File: src/rtl/ru_lsu_pkg.sv
// Shared types, funct3 encodings and alignment helper for the ru_lsu load/store unit.
package ru_lsu_pkg;

    typedef enum logic [2:0] {
        IDLE,
        RD,
        WR,
        RESP,
        FLT
    } lsu_state_t;

    localparam logic [2:0] F3_B  = 3'b000;
    localparam logic [2:0] F3_H  = 3'b001;
    localparam logic [2:0] F3_W  = 3'b010;
    localparam logic [2:0] F3_BU = 3'b100;
    localparam logic [2:0] F3_HU = 3'b101;

    // Halfwords need 2-byte alignment and words 4-byte; bytes can never be misaligned.
    function automatic logic is_misaligned(input logic [2:0] funct3, input logic [1:0] addr_lo);
        logic mis;
        case (funct3)
            F3_H, F3_HU: mis = addr_lo[0];
            F3_W:        mis = (addr_lo != 2'b00);
            default:     mis = 1'b0;
        endcase
        return mis;
    endfunction

endpackage

File: src/rtl/ru_lsu_lane.sv
// Byte-lane datapath: merges store data into a read word and extracts/extends load data.
module ru_lsu_lane
    import ru_lsu_pkg::*;
(
    input  logic [31:0] word,
    input  logic [1:0]  addr_lo,
    input  logic [2:0]  funct3,
    input  logic [31:0] wdata,
    output logic [31:0] merged,
    output logic [31:0] extracted
);

    logic [7:0]  byte_sel;
    logic [15:0] half_sel;

    always_comb begin
        byte_sel = word[7:0];
        case (addr_lo)
            2'd0:    byte_sel = word[7:0];
            2'd1:    byte_sel = word[15:8];
            2'd2:    byte_sel = word[23:16];
            default: byte_sel = word[31:24];
        endcase
        half_sel = addr_lo[1] ? word[31:16] : word[15:0];
    end

    // Only the addressed lanes change; everything else keeps the RAM's current contents.
    always_comb begin
        merged = word;
        case (funct3)
            F3_B, F3_BU: begin
                case (addr_lo)
                    2'd0:    merged[7:0]   = wdata[7:0];
                    2'd1:    merged[15:8]  = wdata[7:0];
                    2'd2:    merged[23:16] = wdata[7:0];
                    default: merged[31:24] = wdata[7:0];
                endcase
            end
            F3_H, F3_HU: begin
                if (addr_lo[1]) begin
                    merged[31:16] = wdata[15:0];
                end else begin
                    merged[15:0] = wdata[15:0];
                end
            end
            F3_W:    merged = wdata;
            default: merged = word;
        endcase
    end

    always_comb begin
        extracted = '0;
        case (funct3)
            F3_B:    extracted = {{24{byte_sel[7]}}, byte_sel};
            F3_BU:   extracted = {24'h0, byte_sel};
            F3_H:    extracted = {{16{half_sel[15]}}, half_sel};
            F3_HU:   extracted = {16'h0, half_sel};
            F3_W:    extracted = word;
            default: extracted = '0;
        endcase
    end

endmodule

File: src/rtl/ru_lsu.sv
// Load/store unit between the core's execute stage and the word-addressed data RAM.
// Sub-word stores are read-modify-write because the RAM only writes whole words.
module ru_lsu
    import ru_lsu_pkg::*;
#(
    parameter int DEPTH = 32
) (
    input  logic        clk,
    input  logic        nRst,
    input  logic        req_valid,
    input  logic        req_write,
    input  logic [2:0]  req_funct3,
    input  logic [31:0] req_addr,
    input  logic [31:0] req_wdata,
    output logic [31:0] rdata,
    output logic        stall,
    output logic        done,
    output logic        fault,
    output logic [31:0] ram_addr,
    output logic [31:0] ram_wdata,
    output logic        ram_we,
    input  logic [31:0] ram_rdata,
    input  logic        ram_busy
);

    localparam logic [32:0] ADDR_LIMIT = 33'(4 * DEPTH);

    lsu_state_t  state_q, state_d;
    logic [31:0] addr_q, addr_d;
    logic [2:0]  funct3_q, funct3_d;
    logic        write_q, write_d;
    logic [31:0] wdata_q, wdata_d;
    logic [31:0] buf_q, buf_d;
    logic [31:0] rdata_q, rdata_d;

    logic        req_fault;
    logic [31:0] lane_word;
    logic [31:0] lane_merged;
    logic [31:0] lane_extracted;

    // Evaluated on the live request so a bad access is rejected without touching the RAM.
    always_comb begin
        req_fault = is_misaligned(req_funct3, req_addr[1:0])
                  || (req_funct3 inside {3'b011, 3'b110, 3'b111})
                  || (req_write && (req_funct3 inside {F3_BU, F3_HU}))
                  || ({1'b0, req_addr} >= ADDR_LIMIT);
    end

    // In RD the lane works on the live RAM word (load extract); afterwards on the buffer (merge).
    assign lane_word = (state_q == RD) ? ram_rdata : buf_q;

    ru_lsu_lane u_lane (
        .word      (lane_word),
        .addr_lo   (addr_q[1:0]),
        .funct3    (funct3_q),
        .wdata     (wdata_q),
        .merged    (lane_merged),
        .extracted (lane_extracted)
    );

    always_comb begin
        state_d  = state_q;
        addr_d   = addr_q;
        funct3_d = funct3_q;
        write_d  = write_q;
        wdata_d  = wdata_q;
        buf_d    = buf_q;
        rdata_d  = rdata_q;
        stall    = 1'b0;
        done     = 1'b0;
        fault    = 1'b0;
        ram_we   = 1'b0;

        case (state_q)
            IDLE: begin
                stall = req_valid;
                if (req_valid) begin
                    addr_d   = req_addr;
                    funct3_d = req_funct3;
                    write_d  = req_write;
                    wdata_d  = req_wdata;
                    rdata_d  = '0;
                    if (req_fault) begin
                        state_d = FLT;
                    end else if (req_write && (req_funct3 == F3_W)) begin
                        state_d = WR;
                    end else begin
                        state_d = RD;
                    end
                end
            end
            RD: begin
                stall = 1'b1;
                if (!ram_busy) begin
                    buf_d = ram_rdata;
                    if (write_q) begin
                        state_d = WR;
                    end else begin
                        rdata_d = lane_extracted;
                        state_d = RESP;
                    end
                end
            end
            WR: begin
                stall  = 1'b1;
                ram_we = 1'b1;
                if (!ram_busy) begin
                    state_d = RESP;
                end
            end
            RESP: begin
                done    = 1'b1;
                state_d = IDLE;
            end
            FLT: begin
                done    = 1'b1;
                fault   = 1'b1;
                state_d = IDLE;
            end
            default: state_d = IDLE;
        endcase
    end

    always_ff @(posedge clk or negedge nRst) begin
        if (!nRst) begin
            state_q  <= IDLE;
            addr_q   <= '0;
            funct3_q <= '0;
            write_q  <= 1'b0;
            wdata_q  <= '0;
            buf_q    <= '0;
            rdata_q  <= '0;
        end else begin
            state_q  <= state_d;
            addr_q   <= addr_d;
            funct3_q <= funct3_d;
            write_q  <= write_d;
            wdata_q  <= wdata_d;
            buf_q    <= buf_d;
            rdata_q  <= rdata_d;
        end
    end

    assign rdata     = rdata_q;
    assign ram_addr  = {addr_q[31:2], 2'b00};
    assign ram_wdata = (state_q == WR) ? lane_merged : '0;

endmodule

File: config.mk
export PLATFORM = sky130hd
export DESIGN_NAME = ru_lsu
export DESIGN_NICKNAME = d
export VERILOG_FILES = /design/src/rtl/ru_lsu_pkg.sv /design/src/rtl/ru_lsu_lane.sv /design/src/rtl/ru_lsu.sv
export SDC_FILE = /design/constraint.sdc
export NUM_CORES = 1
export LEC_CHECK = 0
export CAP_MARGIN = 20
export CORE_MARGIN = 2
export CORE_UTILIZATION = 47
export CTS_BUF_LIST = sky130_fd_sc_hd__clkbuf_8
export DETAILED_ROUTE_END_ITERATION = 16
export GPL_TIMING_DRIVEN = 0
export MAX_ROUTING_LAYER = met4
export PLACE_DENSITY_LB_ADDON = 0.1
export SLEW_MARGIN = 0
export SYNTH_ARGS = -nofsm -noshare
export SYNTH_HDL_FRONTEND = slang
export SYNTH_SLANG_ARGS = --single-unit
File: constraint.sdc
create_clock -name clk -period 4.9 [get_ports clk]
set_clock_uncertainty 0.15 [all_clocks]
set_input_delay 0.49 -clock clk [delete_from_list [all_inputs] [get_ports clk]]
set_output_delay 0.49 -clock clk [all_outputs]
set_load 0.1 [all_outputs]
==> impl_metrics.py <==
metrics = {
    "routing": {
        "drtIter0Drc": 622,
        "firstDrtPassIters": 7,
        "number_of_vias_per_cell_after_detailed_routing": 5.82,
        "routed_length_per_placed_instance_um": 20.1,
        "drc": 0,
        "postRouteWirelength_mm": 27.2,
        "vias": 7890,
        "detail-route-antenna-nets": 0,
    },
    "timing": {
        "fmax_mhz": 218,
        "setup-violations-final": 0,
        "timing_hold_violations_final": 0,
        "finalWorstPathRequiredPeriod_ns": 4.60,
        "tightest_slew_ns": 1.00,
        "worst_hold_slack_ns": 0.329,
        "layout_worst_path_cycle_share": 0.938,
        "setup_slack_ns": 0.303,
        "final_max_slew_viol_count": 0,
        "grt_setup_unrepaired": "no",
        "slew_headroom": 0.329,
    },
    "worst_setup_path": {
        "critPathSlowestCell": "sky130_fd_sc_hd__clkdlybuf4s50_1",
        "critPathMaxFanout": 10,
        "critical_path_arrival_ns": 3.96,
        "worst_ep_required_time_ns": 4.26,
        "crit_path_max_incr_delay_ns": 1.19,
        "worst_path_top_cell_family_by_delay": "buffers and inverters",
        "crit_path_end_kind": "output port",
        "critical_path.n_buffers_inverters": 3,
        "crit_path_cell_trace": "clkbuf_1 > nor2b_1 > o31ai_1 > clkbuf_1 > nor2_1 > nor3_1 > clkdlybuf4s50_1",
        "critical-path-top-cell-by-count": "sky130_fd_sc_hd__clkbuf_1",
        "critical_path.startpoint_type": "register",
        "worst-setup-path-type": "reg2out",
    },
    "yosys": {
        "post_synth.cell_area_avg_sq_um": 9.13,
        "netlist_top_cells_area": "sky130_fd_sc_hd__dfrtp_1 (41%), sky130_fd_sc_hd__nand2_1 (10%), sky130_fd_sc_hd__mux2_2 (7.6%), sky130_fd_sc_hd__a21oi_1 (3.6%), sky130_fd_sc_hd__a221oi_1 (3.0%)",
        "synthDistinctLibCells": 55,
        "ys_async_sr_fraction": 1.00,
        "synth_largest_area_cell": "sky130_fd_sc_hd__dfrtp_1",
        "synth_warnings": 0,
        "synth.top_cell.area_share": 0.414,
        "ys_seq_elements": 135,
        "postSynthCellCount": 894,
        "seq_area_frac_synth": 0.414,
        "synth_top_flop_cell": "sky130_fd_sc_hd__dfrtp_1",
        "number_of_enable_type_register_cells_in_the_synthesized_netlist": 0,
        "syn_area_sq_um": 8160,
    },
    "clocking": {
        "clk_path_buf_depth": 2,
        "clock_insertion_delay_worst_skew_ns": 0.47,
        "htree_levels": 4,
        "tritoncts_clock_tree": "done",
        "clkSlewWorstSetupHoldPaths_ns": 0.09,
        "cts_buffers": 17,
        "tritoncts_num_sinks": 135,
        "cts_root_buffer": "sky130_fd_sc_hd__clkbuf_8",
    },
    "cells_and_area": {
        "diodes": 0,
        "ratio_of_cells_with_drive_above_1_in_the_final_layout": 0.139,
        "most-common-layout-cells": "sky130_fd_sc_hd__nand2_1 (219), sky130_fd_sc_hd__clkdlybuf4s50_1 (194), sky130_fd_sc_hd__dfrtp_1 (135)",
        "mostFrequentLayoutCell": "sky130_fd_sc_hd__nand2_1",
        "areaGrowthSynthToFinish_pct": 34.2,
        "layout.filler_cells": 1550,
        "fin_nets": 1221,
        "seq_area_sq_um": 3380,
        "multi_input_area_sq_um": 4220,
    },
    "run_status": {
        "status": "finished, final reports clean",
    },
    "global_routing": {
        "first_pass_grt_wire_length_mm": 41.1,
        "grt_max_degree": 82,
        "global_route.usage.total": 0.304,
        "grt-ovfl-total": 0,
        "first_global_vias": 7383,
        "grt_antenna_before_repair": 0,
    },
    "die": {
        "chipWidth_um": 136,
        "die-area_sq_um": 18400,
        "floorplan.die.height_um": 136,
        "initial_utilization": 0.477,
        "io_pins": 204,
        "core.rowCount": 48,
        "coreArea_sq_um": 17100,
    },
    "power_and_ir_drop": {
        "ir_drop_uv": 241,
        "power_per_cell_area_nw_per_um2": 326,
        "leakage_nw": 4.96,
    },
    "min_path": {
        "timing.hold.worst.class": "reg2reg",
    },
    "place": {
        "preCtsSetupSlack_ns": 0.572,
        "numPortBuffers": 201,
        "gpl.final_weighted_congestion": 0.934,
        "dp_hpwl_mm": 20.4,
    },
    "flow_run": {
        "drv.max_cap_violation_count": 0,
    },
}
-- sequential cells by signal, indices dropped and copies added, names as in the netlist --
name / count
addr_q: 32
funct3_q: 3
wdata_q: 32
rdata: 32
buf_q: 32
state_q: 3
write_q: 1
-- power by group --
group	switching [mW]	total, mW	internal [mW]
Sequential	0.106	1.34	1.23
Clock	0.458	1.03	0.573
Combinational	0.768	1.20	0.433
Total	1.33	3.57	2.24
-- final timing paths --
| check | cells after the start | to | from | slack [ns] |
|---|---|---|---|---|
| max in group asynchronous | 3 | addr_q[23] | nRst | 3.41 |
| min reg2reg | 2 | addr_q[21] | addr_q[21] | 0.33 |
| max | 7 | ram_wdata[6] | funct3_q[0] | 0.30 |
| max reg2reg | 6 | rdata[9] | funct3_q[1] | 2.01 |
| min in group asynchronous | 2 | buf_q[18] | nRst | 0.38 |
| min | 2 | addr_q[21] | addr_q[21] | 0.33 |
-- cells in the mapped netlist, types with 8 or more instances --
library cell,number
sky130_fd_sc_hd__o211a_1,14
sky130_fd_sc_hd__nand2_1,219
sky130_fd_sc_hd__mux4_2,10
sky130_fd_sc_hd__a21oi_1,59
sky130_fd_sc_hd__mux2i_1,16
sky130_fd_sc_hd__buf_2,15
sky130_fd_sc_hd__o31a_1,9
sky130_fd_sc_hd__o21a_1,9
sky130_fd_sc_hd__mux2_1,13
sky130_fd_sc_hd__nor3_1,11
sky130_fd_sc_hd__a2bb2oi_1,10
sky130_fd_sc_hd__a21o_1,8
sky130_fd_sc_hd__nor4bb_1,14
sky130_fd_sc_hd__nor2_1,44
sky130_fd_sc_hd__buf_4,32
sky130_fd_sc_hd__a31oi_1,11
sky130_fd_sc_hd__o21ai_1,10
sky130_fd_sc_hd__clkbuf_1,52
sky130_fd_sc_hd__dfrtp_1,135
sky130_fd_sc_hd__a221o_1,8
sky130_fd_sc_hd__a221oi_1,28
sky130_fd_sc_hd__mux2_2,55
sky130_fd_sc_hd__o21ai_0,32
-- metal layers --
metal,up-vias,track usage,wire (um)
met5,-,-,0
met4,0,0.120,969
met3,65,0.0584,2320
met2,405,0.472,12600
met1,3789,0.396,11300
li1,3631,-,-
-- metrics by stage --
step | TNS, ns | utilization | cell area [sq um] | total power, mW | std cells
after floorplan | 0 | - | 8170 | 2.15 | 895
after global placement | -320.27 | 0.611 | 10500 | 2.52 | 1321
after detailed placement | 0 | 0.613 | 10500 | 2.54 | 1322
after CTS | 0 | 0.639 | 10900 | 3.57 | 1355
after global routing | 0 | 0.640 | 11000 | 3.71 | 1355
final | 0 | 0.640 | 11000 | 3.57 | 1355
-- layout make-up --
type                    count  area share
well taps                 225      0.0257
repair buffers            203       0.189
clock buffers              22      0.0276
flip-flops and latches    135       0.308
plain buffers             106      0.0510
inverters                   3     0.00103
clock inverters            10      0.0129
multi-input cells         651       0.385
-- repair_timing --
action / in CTS / in global routing
gates resized for setup: 0 / 6
buffers inserted: 0 / 0
hold endpoints to repair: 54 / 0
hold buffers: 1 / 0
endpoints found under the setup margin: 0 / 6
-- kinds of logic after synthesis --
| family | share of synthesized area |
|---|---|
| DFF | 0.414 |
| and+or+nand+nor | 0.179 |
| AOI/OAI and AO/OA | 0.195 |
| other | 0.000459 |
| buffers and inverters | 0.0699 |
| muxes | 0.141 |
-- worst register-to-register path: stages, from the launching register on --
cell and delay, ns:
sky130_fd_sc_hd__dfrtp_1 0.36, sky130_fd_sc_hd__clkbuf_1 0.33, sky130_fd_sc_hd__nor3b_1 0.74, sky130_fd_sc_hd__buf_2 0.41, sky130_fd_sc_hd__buf_1 0.43, sky130_fd_sc_hd__a221oi_1 0.20
sky130_fd_sc_hd__a21oi_1 0.19
No activity file was read; power rests on OpenSTA's default activity.
